**config.mk**
```make
export PLATFORM = sky130hd
export DESIGN_NAME = sp_ram_arbiter
export DESIGN_NICKNAME = d
export VERILOG_FILES = /design/src/rtl/sp_ram_arbiter.sv
export SDC_FILE = /design/constraint.sdc
export NUM_CORES = 1
export LEC_CHECK = 0
export BUFFER_PORTS_ARGS = -buffer_cell sky130_fd_sc_hd__buf_4
export CORE_MARGIN = 5
export CORE_UTILIZATION = 43
export DETAILED_ROUTE_END_ITERATION = 10
export HOLD_SLACK_MARGIN = 0.06
export PLACE_DENSITY = 0.79
export SYNTH_ARGS = -nofsm -noshare
export SYNTH_HDL_FRONTEND = slang
export SYNTH_SLANG_ARGS = --single-unit
```
**constraint.sdc**
```tcl
create_clock -name clock -period 1.3 [get_ports clock]
set_input_delay 0 -clock clock [delete_from_list [all_inputs] [get_ports clock]]
set_output_delay 0 -clock clock [all_outputs]
set_load 0.01 [all_outputs]
```
**src/rtl/sp_ram_arbiter.sv**
```systemverilog
// sp_ram_arbiter
//   Round-robin arbiter and sequencer that lets two requesters share one
//   single-port RAM. One read or write is accepted per cycle. The winner's
//   command is registered onto the RAM bus. Read data is routed back to the
//   requester that issued the read, in issue order.
//
// Ports
//   clock, reset          clock; asynchronous active-low reset
//   req_valid/req_ready   per-requester handshake (bit i = requester i)
//   req_we                1 = write, 0 = read
//   req_addr0/1           request address per requester
//   req_wdata0/1          write data per requester
//   rsp_valid             one-hot read-response strobe (no backpressure)
//   rsp_rdata             read data, qualified by rsp_valid
//   ram_*                 RAM command bus and read data return
//   o_dbg_state           arbiter state (0 = LAST0, 1 = LAST1)
//
// Handshake: a request transfers on a rising clock edge where
//   req_valid[i] && req_ready[i]. The requester keeps valid, we, addr and
//   wdata stable until that edge. req_ready is combinational from req_valid
//   and the arbiter state, and it has at most one bit set. Responses cannot
//   be stalled, so a requester must accept rsp_valid whenever it is high.
module sp_ram_arbiter #(
    parameter  int WIDTH  = 8,
    parameter  int DEPTH  = 16,
    parameter  int RD_LAT = 1,
    localparam int ADDR_W = $clog2(DEPTH)
) (
    input  logic              clock,
    input  logic              reset,
    input  logic [1:0]        req_valid,
    output logic [1:0]        req_ready,
    input  logic [1:0]        req_we,
    input  logic [ADDR_W-1:0] req_addr0,
    input  logic [ADDR_W-1:0] req_addr1,
    input  logic [WIDTH-1:0]  req_wdata0,
    input  logic [WIDTH-1:0]  req_wdata1,
    output logic [1:0]        rsp_valid,
    output logic [WIDTH-1:0]  rsp_rdata,
    output logic              ram_write_enable,
    output logic              ram_read_enable,
    output logic [ADDR_W-1:0] ram_address,
    output logic [WIDTH-1:0]  ram_data_in,
    input  logic [WIDTH-1:0]  ram_data_out,
    output logic              o_dbg_state
);

    // State records which requester received the most recent grant.
    typedef enum logic {
        LAST0 = 1'b0,
        LAST1 = 1'b1
    } state_t;

    typedef struct packed {
        logic valid;
        logic id;
    } tag_t;

    state_t            r_state;
    state_t            w_next_state;
    logic [1:0]        w_grant;
    logic              w_fire;
    logic              w_win_id;
    logic              w_win_we;
    logic [ADDR_W-1:0] w_win_addr;
    logic [WIDTH-1:0]  w_win_wdata;

    // Stage k holds the tag of a read that was accepted k+1 edges ago.
    // The last stage lines up with the cycle where ram_data_out is valid.
    tag_t              r_tag [RD_LAT+1];

    always_ff @(posedge clock or negedge reset) begin
        if (!reset) begin
            r_state <= LAST1;
        end else begin
            r_state <= w_next_state;
        end
    end

    // Grants are forced to zero while reset is asserted, so that nothing
    // appears to be accepted during reset.
    always_comb begin
        w_grant      = 2'b00;
        w_next_state = r_state;
        if (reset) begin
            case (req_valid)
                2'b01:   w_grant = 2'b01;
                2'b10:   w_grant = 2'b10;
                2'b11:   w_grant = (r_state == LAST1) ? 2'b01 : 2'b10;
                default: w_grant = 2'b00;
            endcase
            if (w_grant[0]) begin
                w_next_state = LAST0;
            end else if (w_grant[1]) begin
                w_next_state = LAST1;
            end
        end
    end

    assign req_ready   = w_grant;
    assign o_dbg_state = r_state;

    assign w_fire      = |w_grant;
    assign w_win_id    = w_grant[1];
    assign w_win_we    = w_win_id ? req_we[1]  : req_we[0];
    assign w_win_addr  = w_win_id ? req_addr1  : req_addr0;
    assign w_win_wdata = w_win_id ? req_wdata1 : req_wdata0;

    // Command stage: address and data hold their last values when the bus
    // is idle. Only the enables return to zero.
    always_ff @(posedge clock or negedge reset) begin
        if (!reset) begin
            ram_write_enable <= 1'b0;
            ram_read_enable  <= 1'b0;
            ram_address      <= '0;
            ram_data_in      <= '0;
        end else begin
            ram_write_enable <= w_fire & w_win_we;
            ram_read_enable  <= w_fire & ~w_win_we;
            if (w_fire) begin
                ram_address <= w_win_addr;
                ram_data_in <= w_win_wdata;
            end
        end
    end

    always_ff @(posedge clock or negedge reset) begin
        if (!reset) begin
            for (int i = 0; i <= RD_LAT; i++) begin
                r_tag[i] <= '0;
            end
        end else begin
            r_tag[0].valid <= w_fire & ~w_win_we;
            r_tag[0].id    <= w_win_id;
            for (int i = 1; i <= RD_LAT; i++) begin
                r_tag[i] <= r_tag[i-1];
            end
        end
    end

    // rsp_rdata only loads when a tagged read is present, so between
    // responses it holds the last returned word.
    always_ff @(posedge clock or negedge reset) begin
        if (!reset) begin
            rsp_valid <= 2'b00;
            rsp_rdata <= '0;
        end else begin
            rsp_valid <= {r_tag[RD_LAT].valid & r_tag[RD_LAT].id,
                          r_tag[RD_LAT].valid & ~r_tag[RD_LAT].id};
            if (r_tag[RD_LAT].valid) begin
                rsp_rdata <= ram_data_out;
            end
        end
    end

endmodule

```
# Word-level counts from Yosys, hierarchy flattened

Cells that the tools add are included.

Register bits: 28
Bits of input ports: 38
Output and inout port bits: 27
Logic and storage cells: 31

Eq/ne operators: 3
Multiplexer cells: 9
Bitwise gates (word level): 6
Reduce and logical (&&, ||, !) cells: 3

Operators by type and width:

| cell               | count |
|---|---|
| $mux 8             | 1 |
| $mux 2             | 3 |
| $pmux 2 s3         | 1 |
| $and 1x1->1        | 4 |
| $eq 2x2->1 const B | 2 |
| $mux 4             | 1 |
| $mux 1             | 3 |
| $eq 2x1->1 const B | 1 |
| $not 1->1          | 2 |
| $reduce_and 2->1   | 1 |
| $reduce_bool 2->1  | 1 |
| $reduce_or 2->1    | 1 |

# Logic depth before layout (Yosys ltp)

Gate-level depths: netlist (run 1).

Word-level depth: 7
Gate-level depth with buffers: 5
Gate-level depth less buffers: 3

# Worst setup path before layout (run 1)

No wires, ideal clock.

Path type: register to register
Start: register r_state (netlist: o_dbg_state)
End: register r_state (netlist: o_dbg_state)
Library setup time: 0.093 ns
Data arrival time: 1.185 ns
Required time: 1.207 ns
Setup slack: 0.022 ns
Stages on the path, launching flop included: 4
Path buffers: 0
Clock period less this slack: 1.278 ns
Cell sequence: dfstp_2 -> and2b_4 -> nor3_1 -> nor2_1

Longest elaborated chain between the ends: 5
Elaborated cells between the ends (all ways): 6
Those cells by class: mux (4); reduce/logical (2)

RTL lines:

| what                               | RTL line | source |
|---|---|---|
| start, declared                    | 59       | `state_t r_state;` |
| start signal, assigned             | 76       | `r_state <= w_next_state;` |
| $mux 2 *                           | 89       | `2'b11: w_grant = (r_state == LAST1) ? 2'b01 : 2'b10;` |
| $pmux 2 s3 *                       | 86       | `case (req_valid)` |
| $mux 2 *                           | 85       | `if (reset) begin` |
| $reduce_bool 2->1 (no source line) | n/a      |  |
| $reduce_and 2->1 (no source line)  | n/a      |  |

Mark *: on every way between the ends. The rest lies on a longest branch, timed or not. The select of a mux whose other input is x is not followed.
A chain may end at the register's enable or synchronous reset.

# Final worst setup path (run 1)

Start: register r_state (netlist: o_dbg_state)
End: output port req_ready[0]

Longest elaborated chain between the ends: 4

RTL lines:

| what                | RTL line | source |
|---|---|---|
| $mux 2              | 89       |  |
| $pmux 2 s3          | 86       |  |
| $mux 2 (2 in a row) | 85       |  |
| end, declared       | 32       | `output logic [1:0] req_ready,` |

Every way passes these cells. The select of a mux whose other input is x is not followed.

==> results by group, run 1 <==
Clocking
  • Later-pin clock latency in the skew report: about 0.35 ns
  • Clk root buf: clkbuf_4
  • CTS Hold Bufs: 37
  • CTS tree: built
  • Sink Count: 28
  • H-tree Lvls: 1
  • Deepest clock path buffer count: 2
  • Worst-path clk slew: 0.16 ns
  • Num CTS Buffers: 3

Flow run
  • Max-Cap Viols: 0

STA
  • Final worst setup slack: -0.09810 ns
  • Final Slew Violations: 0
  • Final setup violation count: 10
  • Worst Tran Pin Value: 0.5219 ns
  • Max-slew headroom: 0.6521
  • Unrepaired setup endpoints after global routing: yes
  • Fin Clk Skew: 0.01654 ns
  • F_max: 0.7153 GHz
  • Fin crit share: 1.075
  • Hold WS: -0.02640 ns
  • Min Tclk post-route: between 1 and 1.5 ns
  • Hold Violations, Final: 1

Run status
  • Failing checks: hold timing, setup timing
  • Outcome: finished, violations left

Logic synthesis
  • Top post-synthesis cells by area: dfrtp_1, mux2_2, a31oi_1
  • Synth Register Bits: 28
  • Post-synth top area share: 0.5672
  • Top cell type by total area after synthesis: dfrtp_1
  • Post-Syn Instances: 107
  • Avg Inst Size Synth: 11.13 sq um
  • Post-synthesis sequential area ratio: 0.5893
  • Mapped Area: 1191 sq um
  • Synth Area in Simple Gates: 0.08403
  • Post-synthesis compound-gate area fraction: 0.1964
  • Post-synthesis xor/xnor area fraction: 0
  • Syn Nets: 145
  • Post-Synth Adder-Cell Area: 0
  • Largest family of logic cells by synthesized area: compound AO/OA/AOI/OAI gates
  • Mux share of post-synthesis cell area: 0.07563
  • Synth warn: 0
  • Synth cell types: 22

Placement
  • Final RePlAce weighted congestion: 0.7363
  • IO Port Bufs: 64
  • Post-DP Area: 1657 sq um
  • DP Worst Slack: about 0.071 ns
  • DP Wirelength: 2378 um

Worst setup path
  • Reg2reg end: r_tag[3]$_DFF_PN0_
  • Critical path class: reg2out
  • CP arrival: about 1.4 ns
  • R2r startpoint: o_dbg_state$_DFFE_PN1P_
  • Setup crit start kind: flop
  • Worst setup EP type: output port
  • R2R Setup Slk: -0.08 ns
  • Worst EP required: 1.30 ns
  • Worst-path maximum fanout: 3
  • Reg2Reg Depth: 4

Finish
  • Commonest non-fill, non-tap cell in the layout: buf_4
  • Share of cells above drive strength 1: 0.4135
  • Util after Layout: 0.7825
  • Footprint of the multi-input gates: about 450 sq um
  • Fin nets: 247
  • Final Cell Area: 2121 sq um
  • Fill cells: between 150 and 200
  • ANT cells: 0
  • Seq. cell area: between 700 and 800 sq um
  • Most frequent cells in the layout: buf_4, dlygate4sd3_1, dfrtp_1
  • Area grow syn2layout: 78.05%

Floorplan
  • Core ar.: 2710 sq um
  • Die area: ~4000 sq um
  • Num rows: 19
  • Initial Util: 0.4395
  • Io pins: 65
  • Die Y: about 63 um
  • DIE WIDTH: 62.63 um

GRT
  • Vias in the first global route: 1,431
  • Initial antenna violation count: 0
  • GRT Total Usage: 0.2203
  • Largest net degree at the start of global routing: 25
  • First-pass GRT wire length: about 6900 um
  • Global route total overflow: 0

Detailed routing
  • Pre-Repair DR Iteration Count: 4
  • Post-DRT Antenna Nets: 0
  • Number of remaining DRC errors: 0
  • Routed vias/inst: 5.360
  • Initial DRC count: 41
  • Routed vias: 1,281
  • Post-Route WL: 4113 um
  • Mean routed wirelength per cell: 17.21 um

Worst hold path
  • Hold Path Depth: 3
  • Worst Hold Class: in2reg
  • Worst Hold Endpoint: r_tag[2]$_DFF_PN0_
  • Hold_sp: req_valid[1]

Power
  • LEAKAGE: 0.9869 nW
  • Max VDD drop: 0.001042 V
  • Pwr Density: 1054 nW/um^2
==> metrics by stage <==
stage               TNS [ns]  cells  power [W]  hold WS, ns
finish               -0.4228    239   0.002236     -0.02640
global route          -1.019    239   0.002342     -0.04678
CTS                  -0.1452    239   0.002211     -0.01430
detailed placement         0    195   0.001680      -0.1753
global placement           0    195   0.001658      -0.1794
floorplan                  0    107   0.001345      -0.2956
==> synthesized netlist by cell type <==
library cell	instances
dfrtp_1	27
a21oi_1	14
nor2_1	14
a31oi_1	12
o21ai_0	9
mux2_2	8
o21ai_1	4
buf_2	3
buf_6	3
and2_1	1
and2b_4	1
and3_1	1
buf_4	1
clkbuf_2	1
dfstp_2	1
inv_1	1
nand2b_2	1
nand3_1	1
nor2b_1	1
nor3_1	1
o21a_1	1
o21ai_4	1
==> layer usage <==
metal	vias up	share of wire	track usage
met2	75	0.50	0.3951
met1	611	0.39	0.2440
met5	-	0	0
met4	0	0.018	0.07427
met3	8	0.090	0.06835
li1	587	-	-
==> state kept, by name, summed over array words and instances, names as in the netlist <==
name              cells
r_tag                 4
ram_address           4
ram_data_in           8
rsp_valid             2
o_dbg_state           1
rsp_rdata             8
ram_write_enable      1
==> area by class of cell <==
| class | instances | share of cell area |
|---|---|---|
| Sequential cell | 28 | 0.3310 |
| Clock buffer | 4 | 0.01711 |
| Tap cell | 31 | 0.01829 |
| Inverter | 1 | 0.001770 |
| Timing Repair Buffer | 105 | 0.4189 |
| Multi-Input combinational cell | 70 | 0.2130 |
==> critical path: stages (launching register included) <==
cell     delay [ns]
dfstp_2        0.58
and2b_4        0.20
nor3_4         0.14
buf_6          0.13
==> worst max path at each step <==
stage / slack [ns] / depth (start not counted) / endpoint / from
finish: -0.1 / 3 / req_ready[0] / o_dbg_state$_DFFE_PN1P_
global route: -0.13 / 3 / req_ready[0] / o_dbg_state$_DFFE_PN1P_
CTS: -0.06 / 3 / req_ready[0] / o_dbg_state$_DFFE_PN1P_
detailed placement: 0.07 / 3 / r_tag[3]$_DFF_PN0_ / o_dbg_state$_DFFE_PN1P_
global placement: 0.12 / 3 / r_tag[3]$_DFF_PN0_ / o_dbg_state$_DFFE_PN1P_
floorplan: 0.02 / 3 / o_dbg_state$_DFFE_PN1P_ / o_dbg_state$_DFFE_PN1P_
==> power breakdown <==
part / switching (W) / internal [W] / total (W) / leakage (nW)
sequential: 0.0000732 / 0.000999 / 0.00107 / 0.332
combinational: 0.000308 / 0.000416 / 0.000724 / 0.634
clock: 0.000268 / 0.000172 / 0.000440 / 0.0210
==> repair_timing <==
action	CTS	global route
pin swaps	1	1
buffers inserted	3	0
endpoints found under the setup margin	2	14
gates resized for setup	4	5
endpoints found under the hold margin	51	1
==> cells by family after synthesis <==
kind of cell,count (synthesis)
compound gates,41
flops,28
simple gates,21
buf+inv,9
mux,8
No activity file was read; power rests on OpenSTA's default activity.
==> run 2: changes to the inputs <==
==> constraint.sdc (replaced) <==
create_clock -name clock -period 1.3 [get_ports clock]
set_input_delay 0.065 -clock clock [delete_from_list [all_inputs] [get_ports clock]]
set_output_delay 0.065 -clock clock [all_outputs]
set_load 0.01 [all_outputs]
==> run 2 against run 1 <==
The run ends with setup timing left. Fmax decreased by 4.2%. Sequential power about the same. Combinational power decreased by 2%. Via count is 1.3% lower. Register-to-register slack hardly changed. Die area unchanged.
==> results by group, run 2 (same netlist as run 1, synthesis figures left out) <==
Detailed routing
  • Routed vias: 1,264
  • Post-Route WL: 3826 um
  • Initial DRC count: 77
  • Number of remaining DRC errors: 0
  • Post-DRT Antenna Nets: 0
  • Pre-Repair DR Iteration Count: 5
  • Routed vias/inst: 5.425
  • Mean routed wirelength per cell: approximately 16 um

STA
  • Max-slew headroom: 0.6803
  • Unrepaired setup endpoints after global routing: yes
  • Min Tclk post-route: 1.459 ns
  • Fin crit share: 1.122
  • Final worst setup slack: -0.1588 ns
  • Worst Tran Pin Value: ~0.48 ns
  • Fin Clk Skew: 0.0008651 ns
  • Setup TNS: -0.5082 ns
  • F_max: 0.6855 GHz
  • Hold Violations, Final: 0
  • Final setup violation count: 8
  • Final Slew Violations: 0

Run status
  • Outcome: finished, violations left
  • Failing checks: setup timing

GRT
  • GRT Total Usage: 0.1992
  • M1 GR Usage: 0.2554
  • Met3 Usage GRT: 0.05396
  • Met2 GRT Util: 0.3238
  • Global route total overflow: 0
  • Largest net degree at the start of global routing: 25
  • Vias in the first global route: 1,339
  • First-pass GRT wire length: 6423 um
  • Initial antenna violation count: 0
  • GRT busiest layer: met2

Power
  • Clock Power Share: 0.172
  • Combinational power share: 0.331
  • Sequential share of power: 0.497
  • Psw: 0.0006230 W
  • Pwr Density: 1048 nW/um^2
  • Max VDD drop: 0.0008178 V
  • P_int: 0.001535 W
  • LEAKAGE: between 0.9 and 1 nW
  • Switching share of total power: 0.2887

Worst setup path
  • Worst-path maximum fanout: 3
  • CP arrival: 1.39 ns
  • Worst setup EP type: output port
  • Critical path class: reg2out
  • Worst EP required: 1.24 ns
  • Setup crit start kind: flop

Clocking
  • H-tree Lvls: 1
  • CTS tree: built
  • Worst-path clk slew: about 0.15 ns
  • Clk root buf: clkbuf_4
  • Later-pin clock latency in the skew report: 0.32 ns
  • Num CTS Buffers: 3
  • Deepest clock path buffer count: 2
  • Sink Count: 28

Floorplan
  • Io pins: 65
  • DIE WIDTH: 62.63 um
  • Num rows: 19
  • Core ar.: 2710 sq um
  • Initial Util: 0.4395
  • Die area: about 3900 sq um
  • Die Y: 62.63 um

Placement
  • DP Wirelength: 2354 um
  • Placed insts: 195
  • Final RePlAce weighted congestion: 0.7513
  • IO Port Bufs: 64

Finish
  • Area grow syn2layout: 72.90%
  • Fin nets: ~240
  • Commonest non-fill, non-tap cell in the layout: buf_4
  • Share of cells above drive strength 1: 0.4307
  • Fin cells: about 230
  • Most frequent cells in the layout: buf_4, dlygate4sd3_1, dfrtp_1
  • ANT cells: 0
  • Largest registers: ram_data_in (8), rsp_rdata (8)

Worst hold path
  • Worst Hold Class: in2reg

Flow run
  • Max-Cap Viols: 0
==> run 2: final timing paths <==
check | start | endpoint | slack [ns] | cells past startpoint
worst max-delay path | o_dbg_state$_DFFE_PN1P_ | req_ready[0] | -0.16 | 3
worst min-delay path | req_wdata0[2] | ram_data_in[2]$_DFFE_PN0P_ | 0.07 | 3
max in group asynchronous | reset | r_tag[3]$_DFF_PN0_ | 0.56 | 3
worst max register to register | o_dbg_state$_DFFE_PN1P_ | r_tag[3]$_DFF_PN0_ | -0.08 | 4
min in group asynchronous | reset | ram_address[3]$_DFFE_PN0P_ | 0.15 | 2
worst min register to register | r_tag[2]$_DFF_PN0_ | r_tag[0]$_DFF_PN0_ | 0.39 | 0
==> run 2: per-stage QoR <==
stage	hold WS, ns	power (W)	utilization	area, sq um	worst slack [ns]
after global placement	-0.1135	0.001659	0.6113	1657	0.09331
after detailed placement	-0.1119	0.001677	0.6113	1657	0.07798
after CTS	0.06190	0.002127	0.7327	1986	-0.1140
final	0.06530	0.002158	0.7599	2059	-0.1588
after floorplan	-0.2306	0.001345	-	1191	0.02213
after global routing	0.04942	0.002287	0.7599	2059	-0.1976
==> run 2: power by group through the flow <==
stage / combinational [W] / clock [W] / sequential (W)
6_report: 0.000713 / 0.000372 / 0.00107
5_1_grt: 0.000771 / 0.000422 / 0.00109
2_1_floorplan: 0.000209 / 0 / 0.00114
3_5_place_dp: 0.000586 / 0 / 0.00109
4_1_cts: 0.000675 / 0.000380 / 0.00107
3_3_place_gp: 0.000578 / 0 / 0.00108
==> run 2: area by class of cell <==
class                      count  area, sq um
timing repair buffer          99        844.6
tap                           31        38.79
inverter                       1        3.754
sequential                    28        701.9
fill                         163        650.6
clock buffer                   4        26.28
multi-input combinational     70        444.2
==> run 2: repair_timing <==
| item | CTS | global route |
|---|---|---|
| buffers inserted | 3 | 1 |
| endpoints found under the setup margin | 2 | 14 |
| pin swaps | 1 | 5 |
| gates resized for setup | 4 | 3 |
| hold endpoints to repair | 49 | 3 |
| cloned | 0 | 1 |
| hold buffers | 26 | 3 |
==> run 2: per-layer routing <==
metal | share of wire | vias to the layer above
met5 | 0 | -
li1 | - | 576
met4 | 0.020 | 0
met3 | 0.10 | 12
met1 | 0.39 | 585
met2 | 0.49 | 91
==> run 2: critical path, cell delays in order (launching register included) <==
cell and delay (ns):
dfstp_2 0.57, and2b_4 0.20, nor3_4 0.17, buf_6 0.13
